$ cat config.mk
export PLATFORM = sky130hd
export DESIGN_NAME = branch_sequencer
export DESIGN_NICKNAME = d
export VERILOG_FILES = /design/src/rtl/branch_sequencer.sv
export SDC_FILE = /design/constraint.sdc
export NUM_CORES = 1
export LEC_CHECK = 0
export CAP_MARGIN = 20
export CORE_MARGIN = 4
export CORE_UTILIZATION = 53
export DETAILED_ROUTE_END_ITERATION = 10
export PLACE_DENSITY_LB_ADDON = 0.05
export SLEW_MARGIN = 30
export SYNTH_ARGS = -nofsm -noshare
export SYNTH_HDL_FRONTEND = slang
export SYNTH_SLANG_ARGS = --single-unit
$ cat constraint.sdc
create_clock -name clk -period 5.2 [get_ports clk]
set_input_delay 1.3 -clock clk [delete_from_list [all_inputs] [get_ports clk]]
set_output_delay 1.3 -clock clk [all_outputs]
set_load 0.005 [all_outputs]
$ cat src/rtl/branch_sequencer.sv
`timescale 1ns/1ps
`default_nettype none
// ============================================================================
// Module  : branch_sequencer
// Brief   : Multi-cycle conditional-branch executor (brzr/brnz/brpl/brmi)
//           driving the register file, bus, CON flip-flop and PC write port.
// Revision: 1.0 - initial release
// ============================================================================
module branch_sequencer #(
    parameter int          DATA_W    = 32,
    parameter int          IMM_W     = 19,
    parameter logic [4:0]  BR_OPCODE = 5'b10010,
    parameter int          CON_WAIT  = 1
) (
    input  logic              clk,
    input  logic              clr,
    input  logic              start,
    input  logic [31:0]       ir,
    input  logic [DATA_W-1:0] pc,
    output logic [3:0]        ra_sel,
    input  logic [DATA_W-1:0] ra_data,
    output logic [DATA_W-1:0] bus_out,
    output logic              bus_drive,
    output logic [1:0]        c2_field,
    output logic              con_in,
    input  logic              con_flag,
    output logic              pc_load,
    output logic [DATA_W-1:0] pc_next,
    output logic              busy,
    output logic              done,
    output logic              taken,
    output logic              bad_op
);

    localparam logic [2:0] S_IDLE   = 3'd0;
    localparam logic [2:0] S_READ   = 3'd1;
    localparam logic [2:0] S_COND   = 3'd2;
    localparam logic [2:0] S_SAMPLE = 3'd3;
    localparam logic [2:0] S_UPDATE = 3'd4;

    localparam logic [2:0] c_WAIT_INIT = 3'(CON_WAIT - 1);

    logic [2:0]        r_state;
    logic [2:0]        r_wait;
    logic [DATA_W-1:0] r_pc;
    logic [IMM_W-1:0]  r_disp;
    logic [1:0]        r_c2;
    logic [3:0]        r_ra_sel;
    logic [DATA_W-1:0] r_bus_out;
    logic              r_bus_drive;
    logic [1:0]        r_c2_field;
    logic              r_con_in;
    logic              r_pc_load;
    logic [DATA_W-1:0] r_pc_next;
    logic              r_busy;
    logic              r_done;
    logic              r_taken;
    logic              r_bad_op;

    logic              w_is_br;
    logic [DATA_W-1:0] w_sext;
    logic [DATA_W-1:0] w_target;
    logic              w_unused_ir;

    assign w_is_br     = (ir[31:27] == BR_OPCODE);
    assign w_sext      = {{(DATA_W-IMM_W){r_disp[IMM_W-1]}}, r_disp};
    // Wrap-around on the add is intentional: branch targets are modulo 2^DATA_W.
    assign w_target    = r_pc + w_sext;
    assign w_unused_ir = &{1'b0, ir};

    always_ff @(posedge clk) begin
        if (clr) begin
            r_state     <= S_IDLE;
            r_wait      <= 3'd0;
            r_pc        <= '0;
            r_disp      <= '0;
            r_c2        <= 2'd0;
            r_ra_sel    <= 4'd0;
            r_bus_out   <= '0;
            r_bus_drive <= 1'b0;
            r_c2_field  <= 2'd0;
            r_con_in    <= 1'b0;
            r_pc_load   <= 1'b0;
            r_pc_next   <= '0;
            r_busy      <= 1'b0;
            r_done      <= 1'b0;
            r_taken     <= 1'b0;
            r_bad_op    <= 1'b0;
        end else begin
            case (r_state)
                S_IDLE: begin
                    if (start) begin
                        r_pc     <= pc;
                        r_disp   <= ir[IMM_W-1:0];
                        r_c2     <= ir[1:0];
                        r_busy   <= 1'b1;
                        r_taken  <= 1'b0;
                        if (w_is_br) begin
                            r_ra_sel <= ir[26:23];
                            r_state  <= S_READ;
                        end else begin
                            // Non-branch opcode: finish next cycle, no read, no CON strobe.
                            r_done    <= 1'b1;
                            r_bad_op  <= 1'b1;
                            r_pc_load <= 1'b0;
                            r_pc_next <= pc;
                            r_state   <= S_UPDATE;
                        end
                    end
                end
                S_READ: begin
                    r_bus_out   <= ra_data;
                    r_bus_drive <= 1'b1;
                    r_c2_field  <= r_c2;
                    r_con_in    <= 1'b1;
                    r_state     <= S_COND;
                end
                S_COND: begin
                    r_con_in <= 1'b0;
                    r_wait   <= c_WAIT_INIT;
                    r_state  <= S_SAMPLE;
                end
                S_SAMPLE: begin
                    if (r_wait == 3'd0) begin
                        r_taken     <= con_flag;
                        r_pc_load   <= con_flag;
                        r_pc_next   <= con_flag ? w_target : r_pc;
                        r_done      <= 1'b1;
                        r_bus_drive <= 1'b0;
                        r_state     <= S_UPDATE;
                    end else begin
                        r_wait <= r_wait - 3'd1;
                    end
                end
                S_UPDATE: begin
                    r_done    <= 1'b0;
                    r_bad_op  <= 1'b0;
                    r_pc_load <= 1'b0;
                    r_busy    <= 1'b0;
                    r_state   <= S_IDLE;
                end
                default: begin
                    r_state <= S_IDLE;
                end
            endcase
        end
    end

    assign ra_sel    = r_ra_sel;
    assign bus_out   = r_bus_out;
    assign bus_drive = r_bus_drive;
    assign c2_field  = r_c2_field;
    assign con_in    = r_con_in;
    assign pc_load   = r_pc_load;
    assign pc_next   = r_pc_next;
    assign busy      = r_busy;
    assign done      = r_done;
    assign taken     = r_taken;
    assign bad_op    = r_bad_op;

endmodule
`default_nettype wire

# After elaboration in Yosys (flattened, before gate mapping)

Index checks and enable logic that the tools add are counted.

Bits in registers: 136
Input bits: 100
Output and inout port bits: 77
Logic and storage cells: 72

Equal/unequal tests: 9
Mux-type cells: 27
Add/sub/neg operators: 2
Reductions and logical operators: 18

Operator list:

| kind                                                                   | number |
|---|---|
| 32-bit two-way mux                                                     | 4 |
| 32-bit case mux with 2 select lines                                    | 1 |
| 32-bit adder                                                           | 1 |
| 3-bit two-way mux                                                      | 4 |
| 3-bit case mux with 4 select lines                                     | 1 |
| 1-bit case mux with 2 select lines                                     | 5 |
| 2-bit AND reduction                                                    | 5 |
| 2-bit nonzero test                                                     | 5 |
| 1-bit two-way mux                                                      | 9 |
| 3-bit AND reduction                                                    | 3 |
| 2-bit != test (second input constant)                                  | 4 |
| 4-bit AND reduction                                                    | 2 |
| 3-bit by 2-bit equality test with 1-bit output (second input constant) | 2 |
| 3-bit zero test                                                        | 2 |
| 1-bit case mux with 3 select lines                                     | 2 |
| 3-bit case mux with 2 select lines                                     | 1 |
| 5-bit equality test (second input constant)                            | 1 |
| 3-bit by 1-bit equality test with 1-bit output (second input constant) | 1 |
| 3-bit equality test (second input constant)                            | 1 |
| 3-bit nonzero test                                                     | 1 |
| 3-bit by 1-bit subtractor with 3-bit output (second input constant)    | 1 |

# Logic depth before layout (Yosys ltp)

Gate-level depths: netlist (run 1).

Depth after elaboration: 4
Gate-level depth with buffers: 12
Mapped depth without buffers: 12

# Worst setup path after synthesis (run 1)

Ideal clock, no wire load.

Path type: register -> register
From: reg r_disp[18]
To: reg r_pc_next[30], in the netlist pc_next[30]
Setup slack: 2.191 ns
Buffers on the path: 1
Setup time: 0.103 ns
Required time: 5.097 ns
Period minus slack after synthesis: 3.009 ns
Arrival: 2.906 ns
Cell stages (with the launch flop): 12
Path through: dfxtp_1 ha_1 buf_2 a21o_1 a221o_1 a221o_1 a31o_1 a22o_1 o21ai_0 a21oi_1 xnor2_1 a2111oi_2

Longest elaborated chain between the ends: 4

Ends and longest elaborated chain:

| item                                | line | RTL |
|---|---|---|
| from (decl)                         | 46   | `logic [IMM_W-1:0] r_disp;` |
| from (signal assigned)              | 94   | `r_disp <= ir[IMM_W-1:0];` |
| 32-bit adder                        | 68   | `assign w_target = r_pc + w_sext;` |
| 32-bit two-way mux                  | 127  | `r_pc_next <= con_flag ? w_target : r_pc;` |
| 32-bit two-way mux                  | 124  | `if (r_wait == 3'd0) begin` |
| 32-bit case mux with 2 select lines | 90   | `case (r_state)` |
| to (signal assigned)                | 106  | `r_pc_next <= pc;` |
| to (signal assigned)                | 127  |  |
| to (decl)                           | 54   | `logic [DATA_W-1:0] r_pc_next;` |

No other way between the ends. The select of a mux whose other input is x is not followed.
A chain may end at the register's enable or synchronous reset.

# Final worst setup path (run 1)

From: in ir[28]
To: reg r_pc_next[26], in the netlist pc_next[26]

Longest elaborated chain between the ends: 3

Ends and longest elaborated chain:

| item                          | line | RTL |
|---|---|---|
| from (decl)                   | 18   | `input logic [31:0] ir,` |
| 5-bit equality test           | 65   | `assign w_is_br = (ir[31:27] == BR_OPCODE);` |
| 2-bit != test (no line)       | n/a  |  |
| 4-bit AND reduction (no line) | n/a  |  |

No other way between the ends.

==> results of run 1 <==
## metrics by stage
step / std cells / util (%) / hold slack [ns]
after floorplan: 870 / - / 0.440
final: 1195 / 74.8 / 0.452
after CTS: 1195 / 74.8 / 0.455
after detailed placement: 1163 / 69.8 / 0.447
after global placement: 1163 / 69.8 / 0.441
after global routing: 1195 / 74.8 / 0.474
## placed cells by master (no fill, tap or decap), drive strengths merged, types with 3 or more instances in the layout
cell and instances:
dfxtp 134, ha 33, nor3 18, nor2b 5, xnor2 16, a221o 3
and2 4, a221oi 7, nand2b 3, or3 6, a31oi 4, nand3 11
xor2 10, a21oi 149, nor2 67, buf 12, a211oi 18, o211ai 7
nand2 206, a21o 9, mux2i 17, nand4 4, clkdlybuf4s50 170, o21ai 32
clkbuf 25, a2111oi 4, clkinv 4, and3 10, inv 8
## sequential cells by signal (all words and copies together) (netlist names)
name,cells
bus_out,32
pc_next,32
r_pc,32
r_disp,19
ra_sel,4
r_state,3
r_wait,3
c2_field,2
bad_op,1
bus_drive,1
busy,1
con_in,1
done,1
pc_load,1
taken,1
## how the worst max path moves through the flow
| stage | from | end | slack, ns |
|---|---|---|---|
| after floorplan | r_disp[18] | pc_next[30] | 2.19 |
| after global placement | ir[28] | pc_next[26] | 1.27 |
| after detailed placement | ir[28] | pc_next[26] | 1.20 |
| after CTS | ir[28] | pc_next[26] | 1.61 |
| after global routing | ir[27] | pc_next[19] | 1.42 |
| final | ir[28] | pc_next[26] | 1.59 |
## logic make-up after synthesis
logic type	after synthesis	share of synthesized area, %
muxes	17	2.55
DFF	134	40.1
AOI/OAI and AO/OA	250	22.1
buffers and inverters	65	3.69
and+or+nand+nor	344	21.6
xor gates and xnor gates	26	3.41
adders and majority gates	34	6.48
## critical path, stage by stage
cell and delay (ns):
clkdlybuf4s50_1 0.39, nor4b_1 0.14, nand2_1 0.13, nand3_1 0.20, a21o_1 0.58, nor2_1 0.31, nand2_1 0.17, or4_1 0.59
a21oi_1 0.14
## power breakdown
part	total (uW)	switching [uW]	internal, uW
logic	633	326	307
clock network	1210	427	780
registers	1180	64.1	1120
## per-layer routing
metal  vias up  share of wire, %  global-route usage [%]
met5         -                 0                       0
met4         0              0.99                    5.95
met3        18               6.1                    6.31
met2       210                49                    43.4
met1      3101                43                    32.2
li1       3312                 -                       -
## final cells by class
type / count / area (um^2) / share of cell area (%)
tap: 168 / 210 / 2.31
inverter: 8 / 30.0 / 0.330
timing repair buffer: 182 / 1790 / 19.7
clock inverter: 7 / 91.3 / 1.00
sequential: 134 / 2680 / 29.5
clock buffer: 25 / 515 / 5.67
multi-input combinational: 671 / 3780 / 41.5
==> metrics.txt, run 1 <==
post-synthesis sequential area ratio=40.1%; Synth-to-Final Area Change=36.1%; hold_sp=c2_field[1]; Via density=5.56; Final Cycle Share=69.4%; width of the die=120 um; die area=14,500 um^2; Final Hold Viols=0; post-detail-place hpwl=12.5 mm; Final Cell Area=9090 um^2; final worst setup slack=1.59 ns; Commonest cells post-synth=nand2_1, a21oi_1, dfxtp_1, nor2_1, clkbuf_1; peak supply drop=291 uV; placed cell areas=8490 um^2; synth warn=0; ys async rst share=0%; sum of negative setup slack=0 ns; Mean Syn Cell Area=7.68 um^2; Die Ht=120 um; Synth cell types=55; syn_nets=1,004; CTS tree=yes; worst hold path depth=2; Max Buffers Root-to-Sink=2; grt ovf=0; Boundary Pins=177; Rows=40; worst-path fanout max=25; Gate Count Post-Synth=870; measured slew at the worst slew-check pin=0.968 ns; R2R cell count=11; number of buffers created by CTS=17; Hold EP=c2_field[1]; WS Path Type=in -> reg; Setup Viol. Count Final=0; Via Count=6,641; NumNets Final=1,148; synthesized cell area=6680 um^2; cell leakage power=0.00352 uW; Slew HR=35.5%; largest net degree at the start of global routing=84; status=completed; layout cell share with drive strength beyond 1=5.16%; max-capacitance violation count=0; Top FF cell, synth=dfxtp_1; Sink Count=134; Core ar.=12,200 um^2; pwr/cell area=332 nW/um^2; clk_skew=0.00594 ns; n_diodes=0; vias in the first global route=6,193; flops & latches, synth=134; first-pass GRT wire length=30.2 mm; Worst R2R Start=r_disp[18]; Post-synth EDFFs=0; global-route usage over all layers=25.3%; Post-CTS Setup Inserts=0; Power Total=3020 uW; reg-to-reg slack, setup=1.68 ns; Initial Util=54.9%; # DRC=0; Post-CTS Resized=0; Antenna Nets Post-Route=0; most instantiated library cell after synthesis=nand2_1; Worst Hold Class=reg -> reg; Area contributors post-synth=dfxtp_1, nand2_1, a21oi_1, ha_1, nor2_1; hold_buf cts=0; CP required=5.54 ns; Worst-Skew Late Latency=0.42 ns; area leader, netlist=dfxtp_1; R2R Path End=pc_next[30]; Startpoint Class=input port; routability cong.=0.909; post-synth top area share=40.1%; Port Buffer Count=172; Wirelength per Cell=15.4 um; critical path arrival=3.95 ns; Slew Limit Fails=0; CTS H-tree depth=4; fmax=277 MHz; Detailed Route Iter0 Violations=441; Initial DRT Pass Iterations=4; register clock-pin slew on the reported worst setup and hold paths=0.06 ns; minimum clock period=3.61 ns; Fill cells=984; critical path capture point type=flop; DP Worst Slack=1.20 ns; initial antenna violation count=0; RSZ-0062 raised after global routing=false; drt total wl=18.4 mm; Clock Root Buffer=clkbuf_16
Note: power is estimated with default switching activity, not from simulation.
==> run 2, diff against run 1 <==
--- a/config.mk
+++ b/config.mk
@@ -7,7 +7,7 @@
 export LEC_CHECK = 0
 export CAP_MARGIN = 20
 export CORE_MARGIN = 4
-export CORE_UTILIZATION = 53
+export CORE_UTILIZATION = 49
 export DETAILED_ROUTE_END_ITERATION = 10
 export PLACE_DENSITY_LB_ADDON = 0.05
 export SLEW_MARGIN = 30
==> constraint.sdc (replaced) <==
create_clock -name clk -period 3.4 [get_ports clk]
set_input_delay 0.85 -clock clk [delete_from_list [all_inputs] [get_ports clk]]
set_output_delay 0.85 -clock clk [all_outputs]
set_load 0.005 [all_outputs]
==> metrics.txt, run 2 (same netlist as run 1, synthesis figures left out) <==
Port Buffer Count=172 (unchanged); most frequent cells in the layout=nand2_1, clkdlybuf4s50_1, a21oi_1; die area=15,600 um^2 (+7.6%); # DRC=0 (unchanged); Worst Hold Class=reg -> reg; placed cell areas=8550 um^2 (+0.68%); Die Ht=125 um (+3.7%); CTS H-tree depth=4 (unchanged); vias in the first global route=6,134 (-0.95%); post-detail-place hpwl=12.7 mm (+1.5%); width of the die=125 um (+3.7%); NumNets Final=1,154 (+0.52%); Max Buffers Root-to-Sink=2 (unchanged); Worst-Skew Late Latency=0.42 ns (about the same); Clock Root Buffer=clkbuf_16; Slew Limit Fails=0 (unchanged); status=completed; smallest hold slack=0.451 ns (-0.00130 ns); CP required=3.72 ns (-1.82 ns); number of buffers created by CTS=17 (unchanged); Final Hold Viols=0 (unchanged); first-pass GRT wire length=30.5 mm (+0.98%); Worst R2R Start=r_disp[0]; cell leakage power=0.00358 uW (+1.7%); Rows=42 (+5.0%); Inst Count DP=1,177 (+1.2%); WS Path Type=reg -> reg; register clock-pin slew on the reported worst setup and hold paths=0.06 ns (about the same); max-capacitance violation count=0 (unchanged); grt ovf=0 (unchanged); most common cell after layout, fill and taps aside=nand2_1; Initial Util=50.3% (-4.7 points); Final Cell Area=9200 um^2 (+1.1%); Antenna Nets Post-Route=0 (unchanged); Via density=5.45 (-1.9%); Core ar.=13,300 um^2 (+9.3%); fmax=322 MHz; Boundary Pins=177 (unchanged); crit path to=pc_next[30]; critical path arrival=3.43 ns (-0.52 ns); n_diodes=0 (unchanged); global-route usage over all layers=23.5% (-1.9 points); CP Launch Point=r_disp[0]; Via Count=6,591 (-0.75%); pwr/cell area=518 nW/um^2 (+56%); RSZ-0062 raised after global routing=false; layout cell share with drive strength beyond 1=5.81% (+0.65 points); largest net degree at the start of global routing=65 (-23%); Detailed Route Iter0 Violations=454 (+2.9%); R2R cell count=12 (+1); peak supply drop=325 uV (+12%); measured slew at the worst slew-check pin=0.617 ns (-0.351 ns); clk_skew=0.00830 ns (+0.00236 ns); R2R Path End=pc_next[30]; post-route insts no fill=1,209 (+1.2%); initial antenna violation count=0 (unchanged); reg-to-reg slack, setup=0.29 ns (-1.39 ns); Synth-to-Final Area Change=37.6%; minimum clock period=3.11 ns; hold_buf cts=0 (unchanged); Initial DRT Pass Iterations=5 (+1); routability cong.=0.830 (-8.8%); Fill cells=1,157 (+18%); sum of negative setup slack=0 ns (unchanged); critical path capture point type=flop; Post-CTS Setup Inserts=0 (unchanged); worst-path fanout max=3 (-88%); drt total wl=18.6 mm (+1.2%); Setup Viol. Count Final=0 (unchanged); fin util=69.2% (-5.6 points); Startpoint Class=flop; CTS tree=yes; Final Cycle Share=91.4%; Sink Count=134 (unchanged); Post-CTS Resized=0 (unchanged); Slew HR=58.7% (+23 points); Wirelength per Cell=15.4 um (about the same)
-- run 2: stage by stage --
stage | power, uW | setup WS (ns)
after floorplan | 2370 | 0.391
after global placement | 2800 | 0.275
after detailed placement | 2810 | 0.261
after CTS | 4790 | 0.224
after global routing | 4990 | 0.0617
final | 4760 | 0.291
-- run 2: how the worst min path moves through the flow --
stage,slack [ns],depth (start not counted),end,from
after floorplan,0.44,2,r_disp[10],r_disp[10]
after detailed placement,0.45,2,c2_field[0],c2_field[0]
final,0.45,2,bus_out[24],bus_out[24]
after global routing,0.47,2,c2_field[0],c2_field[0]
after global placement,0.44,2,bus_out[23],bus_out[23]
after CTS,0.45,2,c2_field[0],c2_field[0]
-- run 2: final cells by class --
class	count	area, um^2	share of cell area [%]
multi-input combinational	671	3770	41.0
sequential	134	2680	29.2
timing repair buffer	188	1850	20.1
clock buffer	20	467	5.07
tap	176	220	2.39
clock inverter	12	173	1.88
inverter	8	30.0	0.327
-- run 2: layer usage --
layer	routed length [um]	global-route usage [%]	up-vias
li1	-	-	3324
met1	8260	30.7	3050
met2	8960	39.0	201
met3	1200	5.96	16
met4	178	5.48	0
met5	0	0	-
-- run 2: worst max-delay path, cell delays in order, from the launching register on --
cell,delay [ns]
dfxtp_1,0.33
ha_1,0.23
fa_1,0.41
a21oi_1,0.20
o211ai_1,0.19
o22ai_2,0.22
a21oi_1,0.17
a31o_1,0.28
a22o_1,0.23
o21ai_0,0.15
a21oi_1,0.11
xnor2_1,0.15
a2111oi_2,0.34
-- run 2: power breakdown --
part	internal [uW]	total (uW)	switching [uW]
registers	1710	1800	93.3
logic	477	984	507
clock network	1280	1980	691
total	3470	4760	1290
==> run 3, diff against run 2 <==
--- a/config.mk
+++ b/config.mk
@@ -7,10 +7,11 @@
 export LEC_CHECK = 0
 export CAP_MARGIN = 20
 export CORE_MARGIN = 4
-export CORE_UTILIZATION = 49
+export CORE_UTILIZATION = 44
 export DETAILED_ROUTE_END_ITERATION = 10
 export PLACE_DENSITY_LB_ADDON = 0.05
 export SLEW_MARGIN = 30
 export SYNTH_ARGS = -nofsm -noshare
 export SYNTH_HDL_FRONTEND = slang
 export SYNTH_SLANG_ARGS = --single-unit
+export TNS_END_PERCENT = 1
==> constraint.sdc (replaced) <==
create_clock -name clk -period 2.5 [get_ports clk]
set_input_delay 0.625 -clock clk [delete_from_list [all_inputs] [get_ports clk]]
set_output_delay 0.625 -clock clk [all_outputs]
set_load 0.005 [all_outputs]
==> metrics.txt, run 3 (same netlist as run 1, synthesis figures left out) <==
first-pass GRT wire length=32.7 mm (+7.4%); most frequent cells in the layout=nand2_1, clkdlybuf4s50_1, a21oi_1; peak supply drop=582 uV (+79%); Wirelength per Cell=15.0 um (-2.4%); Initial DRT Pass Iterations=5 (unchanged); Via density=5.24 (-3.9%); grt ovf=0 (unchanged); Via Count=6,861 (+4.1%); Synth-to-Final Area Change=49.1%; Initial Util=45.5% (-4.8 points); WS Path Type=reg -> reg; Startpoint Class=flop; die area=17,200 um^2 (+11%); met2 Usage GRT=36.5% (-2.5 points); critical path capture point type=flop; pwr/cell area=651 nW/um^2 (+26%); n_diodes=0 (unchanged); # DRC=0 (unchanged); GR met3 Demand/Resource=5.08% (-0.88 points); max-capacitance violation count=0 (unchanged); Antenna Nets Post-Route=0 (unchanged); width of the die=131 um (+5.2%); NumNets Final=1,246 (+8.0%); multi-input logic area=3830 um^2 (+1.5%); GRT Max-Usage Layer=met2; Final Cell Area=9960 um^2 (+8.3%); CP required=2.82 ns (-0.90 ns); minimum clock period=2.70 ns (-0.413 ns); Worst Hold Class=reg -> reg; Slew Limit Fails=0 (unchanged); critical path arrival=3.02 ns (-0.41 ns); Final Cycle Share=108% (+16 points); CTS H-tree depth=4 (unchanged); most common cell after layout, fill and taps aside=nand2_1; layout cell share with drive strength beyond 1=14.4% (+8.6 points); post-detail-place hpwl=14.1 mm (+11%); initial antenna violation count=0 (unchanged); failing checks=setup timing; status=complete, but fails checks; Core ar.=14,700 um^2 (+11%); clk_skew=0.00590 ns (-0.00240 ns); Detailed Route Iter0 Violations=396 (-13%); drt total wl=19.7 mm (+5.7%); hold_buf cts=0 (unchanged); Max Buffers Root-to-Sink=2 (unchanged); placed cell areas=9360 um^2 (+9.4%); final worst setup slack=-0.196 ns (-0.487 ns); Power Total=6490 uW (+36%); Worst-Skew Late Latency=0.42 ns (about the same); Slew HR=62.5% (+3.8 points); register clock-pin slew on the reported worst setup and hold paths=0.06 ns (about the same); Port Buffer Count=172 (unchanged); Final Hold Viols=0 (unchanged); grt met1 use=31.1% (+0.45 points); Most Frequent Cell on Critical Path=a221o_1; number of buffers created by CTS=17 (unchanged); Fill cells=1,303 (+13%); Die Ht=131 um (+5.2%); Boundary Pins=177 (unchanged); Post-CTS Setup Inserts=0 (unchanged); Setup Viol. Count Final=9 (+9); Cell Chain, Critical Path=ha_1 > nand3_1 > o211ai_1 > a221o_1 > a221o_1 > a31o_1 > a22o_1 > o21ai_1 > a21oi_1 > xnor2_1 > a2111oi_2; routability cong.=0.938 (+13%); vias in the first global route=6,547 (+6.7%); Rows=44 (+4.8%); cell leakage power=0.00403 uW (+13%); Sink Count=134 (unchanged); fmax=371 MHz (+15%); RSZ-0062 raised after global routing=true; worst-path fanout max=4 (+1); largest net degree at the start of global routing=52 (-20%); slowest stage cell, crit path=ha_1; global-route usage over all layers=22.8% (-0.66 points); Clock Root Buffer=clkbuf_16; FF/Latch Area=2690 um^2 (+0.14%); CP max stage delay=0.34 ns (-0.07 ns); CTS tree=yes; measured slew at the worst slew-check pin=0.561 ns (-0.0562 ns)
[run 3: path summary, 6_finish.rpt]
path,cells past startpoint,start,slack (ns),end
worst min register to register,2,bus_out[5],0.45,bus_out[5]
worst min-delay path,2,bus_out[5],0.45,bus_out[5]
worst max-delay path,11,r_pc[17],-0.20,pc_next[30]
worst max register to register,11,r_pc[17],-0.20,pc_next[30]
[run 3: per-stage QoR]
stage / TNS [ns] / util, % / cells / setup slack (ns) / hold WS, ns
finish: -1.05 / 67.8 / 1309 / -0.196 / 0.451
global route: -3.92 / 67.8 / 1309 / -0.397 / 0.469
CTS: -1.34 / 67.7 / 1309 / -0.206 / 0.454
detailed placement: -3.84 / 63.6 / 1277 / -0.261 / 0.446
global placement: -3.18 / 63.6 / 1277 / -0.251 / 0.441
floorplan: -0.555 / - / 870 / -0.170 / 0.440
[run 3: area by class of cell]
| class | instances | area share (%) |
|---|---|---|
| flip-flops and latches | 134 | 27.0 |
| well taps | 184 | 2.31 |
| inverters | 8 | 0.301 |
| repair buffers | 280 | 26.2 |
| clock inverters | 14 | 1.51 |
| multi-input cells | 671 | 38.4 |
| clock buffers | 18 | 4.31 |
[run 3: timing repair]
| action | in CTS | in global routing |
|---|---|---|
| endpoints found under the setup margin | 15 | 20 |
| gates cloned | 0 | 0 |
| pin swaps | 9 | 1 |
| gates resized for setup | 6 | 4 |
[run 3: worst max-delay path: cells and delay by family, from the launching register on]
family / cells / cell delay [ns]
adder cells (fa/ha/maj): 1 / 0.34
flip-flops: 1 / 0.31
XOR/XNOR: 1 / 0.15
AO/OA/AOI/OAI: 8 / 1.68
AND/OR/NAND/NOR: 1 / 0.12
[run 3: power by group]
part           leakage, uW  internal, uW  switching [uW]  total [uW]
clock network     0.000277          1480            1000        2480
logic              0.00266           825             747        1570
registers          0.00110          2320             120        2440
total              0.00403          4620            1870        6490
[run 3: per-layer routing]
layer,wire length [um],up-vias
li1,-,3522
met1,9400,3153
met2,9120,167
met3,904,19
met4,235,0
met5,0,-
